## src/rtl/uart_pkg.sv

```systemverilog
// Shared definitions for the burst UART transmitter: FSM encoding, parity modes
// and the parity helper.
package uart_pkg;

  typedef enum logic [2:0] {
    ST_IDLE  = 3'd0,
    ST_START = 3'd1,
    ST_DATA  = 3'd2,
    ST_PAR   = 3'd3,
    ST_STOP  = 3'd4
  } state_e;

  localparam int unsigned PAR_NONE = 0;
  localparam int unsigned PAR_EVEN = 1;
  localparam int unsigned PAR_ODD  = 2;

  function automatic logic parity8(input logic [7:0] d);
    return ^d;
  endfunction

endpackage

```

## src/rtl/uart_baud_tick.sv

```systemverilog
// Bit-period divider: bit_end is high in the last cycle of every BAUD_DIV-cycle
// bit; clear restarts the period so a new bit begins at the next edge.
module uart_baud_tick #(
  parameter int unsigned BAUD_DIV = 217
) (
  input  logic Clock,
  input  logic Reset,
  input  logic clear,
  output logic bit_end
);

  localparam int unsigned CW = (BAUD_DIV > 1) ? $clog2(BAUD_DIV) : 1;
  localparam logic [CW-1:0] LAST = CW'(BAUD_DIV - 1);

  logic [CW-1:0] cnt_q, cnt_d;
  logic          bit_end_q, bit_end_d;

  always_comb begin
    cnt_d = cnt_q + CW'(1);
    if (clear || (cnt_q == LAST)) cnt_d = '0;
    bit_end_d = (cnt_d == LAST);
  end

  always_ff @(posedge Clock) begin
    if (!Reset) begin
      cnt_q     <= '0;
      bit_end_q <= 1'b0;
    end else begin
      cnt_q     <= cnt_d;
      bit_end_q <= bit_end_d;
    end
  end

  assign bit_end = bit_end_q;

endmodule

```

## src/rtl/uart_burst_tx.sv

```systemverilog
// Multi-byte UART burst transmitter: latches a byte buffer and count on trig_in
// and sends the bytes back-to-back as start/8 data/optional parity/stop frames.
module uart_burst_tx
  import uart_pkg::*;
#(
  parameter int unsigned MAX_BYTES  = 8,
  parameter int unsigned CNT_W      = 4,
  parameter int unsigned BAUD_DIV   = 217,
  parameter int unsigned PARITY     = 0,
  parameter int unsigned STOP_BITS  = 1,
  parameter int unsigned BYTE_ORDER = 0
) (
  input  logic                   Clock,
  input  logic                   Reset,
  input  logic [8*MAX_BYTES-1:0] buffer,
  input  logic [CNT_W-1:0]       num,
  input  logic                   trig_in,
  input  logic                   abort,
  output logic                   idle,
  output logic                   done,
  output logic                   TX
);

  localparam logic [CNT_W-1:0] MAX_CNT = CNT_W'(MAX_BYTES);
  localparam bit   PAR_EN    = (PARITY == PAR_EVEN) || (PARITY == PAR_ODD);
  localparam bit   PAR_INV   = (PARITY == PAR_ODD) && (PARITY != PAR_NONE);
  localparam logic STOP_LAST = 1'(STOP_BITS - 1);

  state_e                 state_q, state_d;
  logic [8*MAX_BYTES-1:0] buf_q, buf_d;
  logic [CNT_W-1:0]       idx_q, idx_d, rem_q, rem_d, num_eff;
  logic [2:0]             bit_q, bit_d;
  logic                   stop_q, stop_d;
  logic [7:0]             shift_q, shift_d, cur_byte;
  logic                   par_q, par_d;
  logic                   tx_q, tx_d, idle_q, idle_d, done_q, done_d;
  logic                   bit_end, start, abort_busy, clear;

  assign num_eff    = (num > MAX_CNT) ? MAX_CNT : num;
  assign start      = (state_q == ST_IDLE) && trig_in && !abort;
  assign abort_busy = abort && (state_q != ST_IDLE);
  assign clear      = start || abort_busy;

  uart_baud_tick #(
    .BAUD_DIV(BAUD_DIV)
  ) u_baud (
    .Clock  (Clock),
    .Reset  (Reset),
    .clear  (clear),
    .bit_end(bit_end)
  );

  // Byte currently addressed in the latched buffer.
  always_comb begin
    cur_byte = '0;
    for (int unsigned i = 0; i < MAX_BYTES; i++) begin
      if (idx_q == CNT_W'(i)) cur_byte = buf_q[8*i +: 8];
    end
  end

  always_ff @(posedge Clock) begin
    if (!Reset) state_q <= ST_IDLE;
    else        state_q <= state_d;
  end

  always_comb begin
    state_d = state_q;
    if (abort_busy) begin
      state_d = ST_IDLE;
    end else begin
      case (state_q)
        ST_IDLE:  if (start && (num_eff != '0)) state_d = ST_START;
        ST_START: if (bit_end) state_d = ST_DATA;
        ST_DATA:  if (bit_end && (bit_q == 3'd7)) state_d = PAR_EN ? ST_PAR : ST_STOP;
        ST_PAR:   if (bit_end) state_d = ST_STOP;
        ST_STOP:  if (bit_end && (stop_q == STOP_LAST))
                    state_d = (rem_q == '0) ? ST_IDLE : ST_START;
        default:  state_d = ST_IDLE;
      endcase
    end
  end

  always_comb begin
    buf_d   = buf_q;
    idx_d   = idx_q;
    rem_d   = rem_q;
    bit_d   = bit_q;
    stop_d  = stop_q;
    shift_d = shift_q;
    par_d   = par_q;
    done_d  = 1'b0;

    if (start) begin
      buf_d  = buffer;
      rem_d  = num_eff - CNT_W'(1);
      idx_d  = (BYTE_ORDER != 0) ? num_eff - CNT_W'(1) : '0;
      done_d = (num_eff == '0);
    end
    if ((state_q == ST_START) && (state_d == ST_DATA)) begin
      shift_d = cur_byte;
      par_d   = parity8(cur_byte) ^ PAR_INV;
      bit_d   = '0;
    end
    if ((state_q == ST_DATA) && bit_end && (state_d == ST_DATA)) begin
      shift_d = shift_q >> 1;
      bit_d   = bit_q + 3'd1;
    end
    if ((state_q != ST_STOP) && (state_d == ST_STOP)) stop_d = 1'b0;
    if ((state_q == ST_STOP) && bit_end && (state_d == ST_STOP)) stop_d = 1'b1;
    if ((state_q == ST_STOP) && (state_d == ST_START)) begin
      rem_d = rem_q - CNT_W'(1);
      idx_d = (BYTE_ORDER != 0) ? idx_q - CNT_W'(1) : idx_q + CNT_W'(1);
    end
    if ((state_q == ST_STOP) && !abort && (state_d == ST_IDLE)) done_d = 1'b1;

    case (state_d)
      ST_START: tx_d = 1'b0;
      ST_DATA:  tx_d = shift_d[0];
      ST_PAR:   tx_d = par_d;
      default:  tx_d = 1'b1;
    endcase
    idle_d = (state_d == ST_IDLE);
  end

  always_ff @(posedge Clock) begin
    if (!Reset) begin
      buf_q   <= '0;
      idx_q   <= '0;
      rem_q   <= '0;
      bit_q   <= '0;
      stop_q  <= 1'b0;
      shift_q <= '0;
      par_q   <= 1'b0;
      tx_q    <= 1'b1;
      idle_q  <= 1'b1;
      done_q  <= 1'b0;
    end else begin
      buf_q   <= buf_d;
      idx_q   <= idx_d;
      rem_q   <= rem_d;
      bit_q   <= bit_d;
      stop_q  <= stop_d;
      shift_q <= shift_d;
      par_q   <= par_d;
      tx_q    <= tx_d;
      idle_q  <= idle_d;
      done_q  <= done_d;
    end
  end

  assign TX   = tx_q;
  assign idle = idle_q;
  assign done = done_q;

endmodule

```

## config.mk

```make
export PLATFORM = sky130hd
export DESIGN_NAME = uart_burst_tx
export DESIGN_NICKNAME = d
export VERILOG_FILES = /design/src/rtl/uart_pkg.sv /design/src/rtl/uart_baud_tick.sv /design/src/rtl/uart_burst_tx.sv
export SDC_FILE = /design/constraint.sdc
export NUM_CORES = 1
export LEC_CHECK = 0
export CELL_PAD_IN_SITES_DETAIL_PLACEMENT = 1
export CELL_PAD_IN_SITES_GLOBAL_PLACEMENT = 2
export CORE_ASPECT_RATIO = 1.75
export CORE_UTILIZATION = 31
export DETAILED_ROUTE_END_ITERATION = 16
export PLACE_DENSITY = 0.89
export SLEW_MARGIN = 0
export SYNTH_ARGS = -nofsm -noshare
export SYNTH_HDL_FRONTEND = slang
export SYNTH_HIERARCHICAL = 1
export SYNTH_SLANG_ARGS = --single-unit
```

## constraint.sdc

```tcl
create_clock -name Clock -period 3.4 [get_ports Clock]
set_clock_uncertainty 0.1 [all_clocks]
set_input_delay 0.68 -clock Clock [delete_from_list [all_inputs] [get_ports Clock]]
set_output_delay 0.68 -clock Clock [all_outputs]
set_load 0.01 [all_outputs]
```

==> implementation parameters <==
Parameter                              Value

Final layout
  Fraction of layout cells with a size suffix above 1    between 6 and 7%
  ANT cells    0
  Syn-to-layout area delta    27.1%
  Number of filler instances in the final layout    around 1,800
  Final Util    around two fifths
  Final cell area excluding filler cells    roughly 0.006 mm²
  Final-stage net count    ~800

Global routing
  Global route overflow    0
  Largest net degree at the start of global routing    70
  Total routing usage reported by global routing    between 20% and 30%
  Global-route wire length before repair    ~25 mm
  Number of antenna violations at the first check in global routing    0
  Via count of the first global-routing pass    5,107

Setup path
  Crit-path leading delay family    compound AO/OA/AOI/OAI gates
  Arrival time reported for the critical path endpoint    roughly 3300 ps
  Largest fanout on the critical path    15
  Crit Reg-Reg Endpoint    par_q
  Crit path required time    between 3000 and 4000 ps
  Launching element type of the critical path    flop
  R2R Setup Slk    290 ps
  Chain of cells forming the critical path    ha_1 -> or3_1 -> a221oi_1 -> o2bb2ai_1 -> a211oi_1 -> o211ai_1 -> a211o_1 -> a31oi_1
  Biggest cell delay along the critical path    500 ps
  Path type of the worst setup path    reg2reg
  Worst reg-to-reg path cell count    8
  Reg2reg start    idx_q[0]
  Buffering stage count on the worst path with inverters included    0
  Cell with the biggest individual delay on the critical path    sky130_fd_sc_hd__or3_1
  Element type at the critical path end    flop

Clock network
  Clk Tree Root Cell    sky130_fd_sc_hd__clkbuf_16
  TritonCTS clock tree    built
  Cts bufs inserted    9
  Post-CTS Hold Fix Bufs    0
  Total number of clock tree sinks    100
  Deepest level of the CTS H-tree    3
  Clk Latency, worst-skew pair    approximately 340 ps
  Max clock buf depth    2
  Post-cts gate resize count    0
  Post CTS Setup Buffer Count    0
  Clock transition at the register clock pins on the worst setup and hold paths after CTS    approximately 70 ps

Placed design
  Hpwl dp    around 11 mm
  Worst setup slack before clock tree synthesis    about 160 ps
  Gp weighted congestion    between 0.8 and 0.9
  Number of buffers inserted by port buffering    74
  Area of placed instances    between 0.005 and 0.006 mm²

STA
  Final TNS setup    0 ps
  Worst-case headroom to the max-slew limit    a little over half
  Worst Max-Slew Pin Slew    just over 700 ps
  Slew Limit Fails    0
  Final worst slack    between 200 and 300 ps
  Number of setup violations in the final report    0
  Final hold violation count    0
  Highest Clock Rate    approximately 320 MHz
  Fraction of the cycle the final worst path needs    91.5%
  Crit path time final    slightly above 3000 ps
  Setup repair after global routing missed its margin    false

Power
  Net load switching power    0.625 mW
  Comb pwr share    between 10% and 20%
  Net switching fraction of the power    about a quarter
  Int Power    between 2 and 2.5 mW
  Total power after layout    about 2.6 mW
  Flop pwr share    between 40% and 50%
  Peak supply drop    roughly 0.2 mV
  Power Density    434 mW/mm²
  LEAKAGE    about 2.1 nW
  Clock power share    41.8%

Die
  Core Rows    ~60
  Area of the die    about 0.016 mm²
  Die boundary width    about 96 µm
  Area of the core    approximately 0.015 mm²
  I/O pins    between 70 and 80
  Effective utilization at floorplan    a little under a third
  Vertical extent of the die    approximately 170 µm

Yosys
  Gate Count Post-Synth    634
  Cell area after synthesis    about 0.0048 mm²
  Syn nets    roughly 720
  Cell type with the highest aggregate area in the netlist    sky130_fd_sc_hd__dfxtp_1
  Number of distinct standard cells referenced by the synthesized netlist    between 50 and 60
  Post-synthesis sequential element count    100
  Synth top area share    41.9%
  Average cell area after synthesis    7.53 µm²
  Yosys Warn Count    6
  Number of enable-type register cells in the synthesized netlist    0
  Register area share after synthesis    roughly two fifths
  Cells taking the most area after synthesis    sky130_fd_sc_hd__dfxtp_1 (42%), sky130_fd_sc_hd__nand2_1 (13%), sky130_fd_sc_hd__a21oi_1 (10%), sky130_fd_sc_hd__nor2_1 (2.8%), sky130_fd_sc_hd__ha_1 (2.4%)
  Fraction of registers with async set/reset    0%
  Most instantiated flip-flop cell in the synthesis netlist    sky130_fd_sc_hd__dfxtp_1

Worst hold path
  Hold Path Sink    buf_q[20]
  Min-Delay Startpoint    buf_q[20]
  Min-Delay Path Class    reg2reg
  Worst Hold Path Cells    2

Route
  Sum of routed wire length over all layers    approximately 15 mm
  Antenna viol nets, final    0
  Per-cell via count in the routed design    ~5.3
  First-iteration detailed-routing DRC count    between 150 and 200
  WL per Instance    16.9 µm
  Pre-Repair DR Iteration Count    4
  Remaining DRCs    0
  Vias    4,663

Job
  Count of maximum capacitance violations    0

Run status
  Status    completed
[layer usage]
metal	track usage, %	part of all wire, %	vias to the layer above
li1	-	-	2321
met1	19.4	37	2247
met2	39.4	57	71
met3	3.39	2.7	24
met4	8.76	3.2	0
met5	0	0	-
[cells in the final DEF, fill, tap and decap left out, types with 3 or more instances in the layout]
| master | instances |
|---|---|
| sky130_fd_sc_hd__a211o_1 | 4 |
| sky130_fd_sc_hd__a211oi_1 | 7 |
| sky130_fd_sc_hd__a21oi_1 | 96 |
| sky130_fd_sc_hd__a221oi_1 | 6 |
| sky130_fd_sc_hd__a22oi_1 | 7 |
| sky130_fd_sc_hd__a31oi_1 | 5 |
| sky130_fd_sc_hd__and3_1 | 5 |
| sky130_fd_sc_hd__and3b_1 | 3 |
| sky130_fd_sc_hd__buf_4 | 20 |
| sky130_fd_sc_hd__clkbuf_16 | 9 |
| sky130_fd_sc_hd__clkdlybuf4s50_1 | 74 |
| sky130_fd_sc_hd__dfxtp_1 | 100 |
| sky130_fd_sc_hd__ha_1 | 9 |
| sky130_fd_sc_hd__inv_1 | 23 |
| sky130_fd_sc_hd__nand2_1 | 166 |
| sky130_fd_sc_hd__nand2b_1 | 5 |
| sky130_fd_sc_hd__nand3_1 | 9 |
| sky130_fd_sc_hd__nand3b_1 | 11 |
| sky130_fd_sc_hd__nor2_1 | 35 |
| sky130_fd_sc_hd__nor2b_1 | 5 |
| sky130_fd_sc_hd__nor3_1 | 10 |
| sky130_fd_sc_hd__nor3b_1 | 5 |
| sky130_fd_sc_hd__nor4_1 | 3 |
| sky130_fd_sc_hd__o211a_1 | 3 |
| sky130_fd_sc_hd__o211ai_1 | 11 |
| sky130_fd_sc_hd__o21ai_0 | 19 |
| sky130_fd_sc_hd__o221ai_1 | 4 |
| sky130_fd_sc_hd__o2bb2ai_1 | 3 |
| sky130_fd_sc_hd__or3_1 | 3 |
| sky130_fd_sc_hd__xnor2_1 | 4 |
| sky130_fd_sc_hd__xor2_1 | 3 |
[logic make-up after synthesis]
| kind of cell | Yosys count | share of synthesized area (%) |
|---|---|---|
| AO/OA/AOI/OAI | 183 | 23.7 |
| XOR/XNOR | 7 | 1.28 |
| adder cells (fa/ha/maj) | 9 | 2.36 |
| buffers and inverters | 65 | 5.45 |
| flip-flops | 100 | 41.9 |
| multiplexers | 2 | 0.419 |
| AND/OR/NAND/NOR | 268 | 24.8 |
[flip-flops by register name, indices dropped and copies added, names as in the netlist, 3 cells and up]
name	flops
shift_q	8
rem_q	4
idx_q	4
u_baud/cnt_q	8
bit_q	3
state_q	3
buf_q	64
[synthesized netlist by cell type, types with 2 or more instances]
cell type	count
sky130_fd_sc_hd__a211o_1	4
sky130_fd_sc_hd__a211oi_1	7
sky130_fd_sc_hd__a21oi_1	96
sky130_fd_sc_hd__a221oi_1	6
sky130_fd_sc_hd__a22oi_1	7
sky130_fd_sc_hd__a31oi_1	5
sky130_fd_sc_hd__and3_1	6
sky130_fd_sc_hd__and3b_1	3
sky130_fd_sc_hd__buf_1	5
sky130_fd_sc_hd__buf_2	7
sky130_fd_sc_hd__clkbuf_1	28
sky130_fd_sc_hd__dfxtp_1	100
sky130_fd_sc_hd__ha_1	9
sky130_fd_sc_hd__inv_1	24
sky130_fd_sc_hd__mux2i_1	2
sky130_fd_sc_hd__nand2_1	166
sky130_fd_sc_hd__nand2b_1	5
sky130_fd_sc_hd__nand3_1	10
sky130_fd_sc_hd__nand3b_1	11
sky130_fd_sc_hd__nor2_1	35
sky130_fd_sc_hd__nor2b_1	5
sky130_fd_sc_hd__nor3_1	10
sky130_fd_sc_hd__nor3b_1	5
sky130_fd_sc_hd__nor4_1	3
sky130_fd_sc_hd__o211a_1	3
sky130_fd_sc_hd__o211ai_1	11
sky130_fd_sc_hd__o21ai_0	19
sky130_fd_sc_hd__o221ai_1	4
sky130_fd_sc_hd__o22ai_1	2
sky130_fd_sc_hd__o2bb2ai_1	3
sky130_fd_sc_hd__o32a_1	2
sky130_fd_sc_hd__o32ai_1	2
sky130_fd_sc_hd__or3_1	3
sky130_fd_sc_hd__xnor2_1	4
sky130_fd_sc_hd__xor2_1	3
[final cells by class]
| cell class | instances | area (µm²) | share of cell area [%] |
|---|---|---|---|
| sequential | 100 | 2000 | 33.0 |
| multi-input combinational | 469 | 2520 | 41.5 |
| inverter | 24 | 90.1 | 1.48 |
| clock inverter | 6 | 88.8 | 1.46 |
| tap | 183 | 229 | 3.77 |
| clock buffer | 10 | 229 | 3.77 |
| timing repair buffer | 95 | 911 | 15.0 |
[worst register-to-register path, stage by stage (launching register included)]
cell and delay, ps:
sky130_fd_sc_hd__dfxtp_1 360, sky130_fd_sc_hd__ha_1 390, sky130_fd_sc_hd__or3_1 500, sky130_fd_sc_hd__a221oi_1 490, sky130_fd_sc_hd__o2bb2ai_1 210, sky130_fd_sc_hd__a211oi_1 340, sky130_fd_sc_hd__o211ai_1 180, sky130_fd_sc_hd__a211o_1 280
sky130_fd_sc_hd__a31oi_1 170
[how the worst max path moves through the flow]
stage / start / depth (start not counted) / endpoint
3_3_place_gp: num[3] / 12 / rem_q[2]
3_5_place_dp: num[3] / 12 / rem_q[2]
5_1_grt: idx_q[0] / 8 / par_q
4_1_cts: idx_q[0] / 8 / par_q
2_1_floorplan: num[0] / 10 / rem_q[2]
6_report: idx_q[0] / 8 / par_q
[power by group through the flow]
stage | clock network [mW] | logic (mW) | registers, mW
floorplan | 0 | 0.143 | 1.26
global placement | 0 | 0.279 | 1.27
detailed placement | 0 | 0.287 | 1.27
CTS | 1.13 | 0.289 | 1.25
global route | 1.17 | 0.317 | 1.25
finish | 1.10 | 0.285 | 1.25
[metrics by stage]
step | hold slack, ps | cells
after global routing | 375 | 887
final | 362 | 887
after floorplan | 331 | 634
after detailed placement | 356 | 871
after CTS | 367 | 887
after global placement | 343 | 871
(Power assumes the default switching activity.)
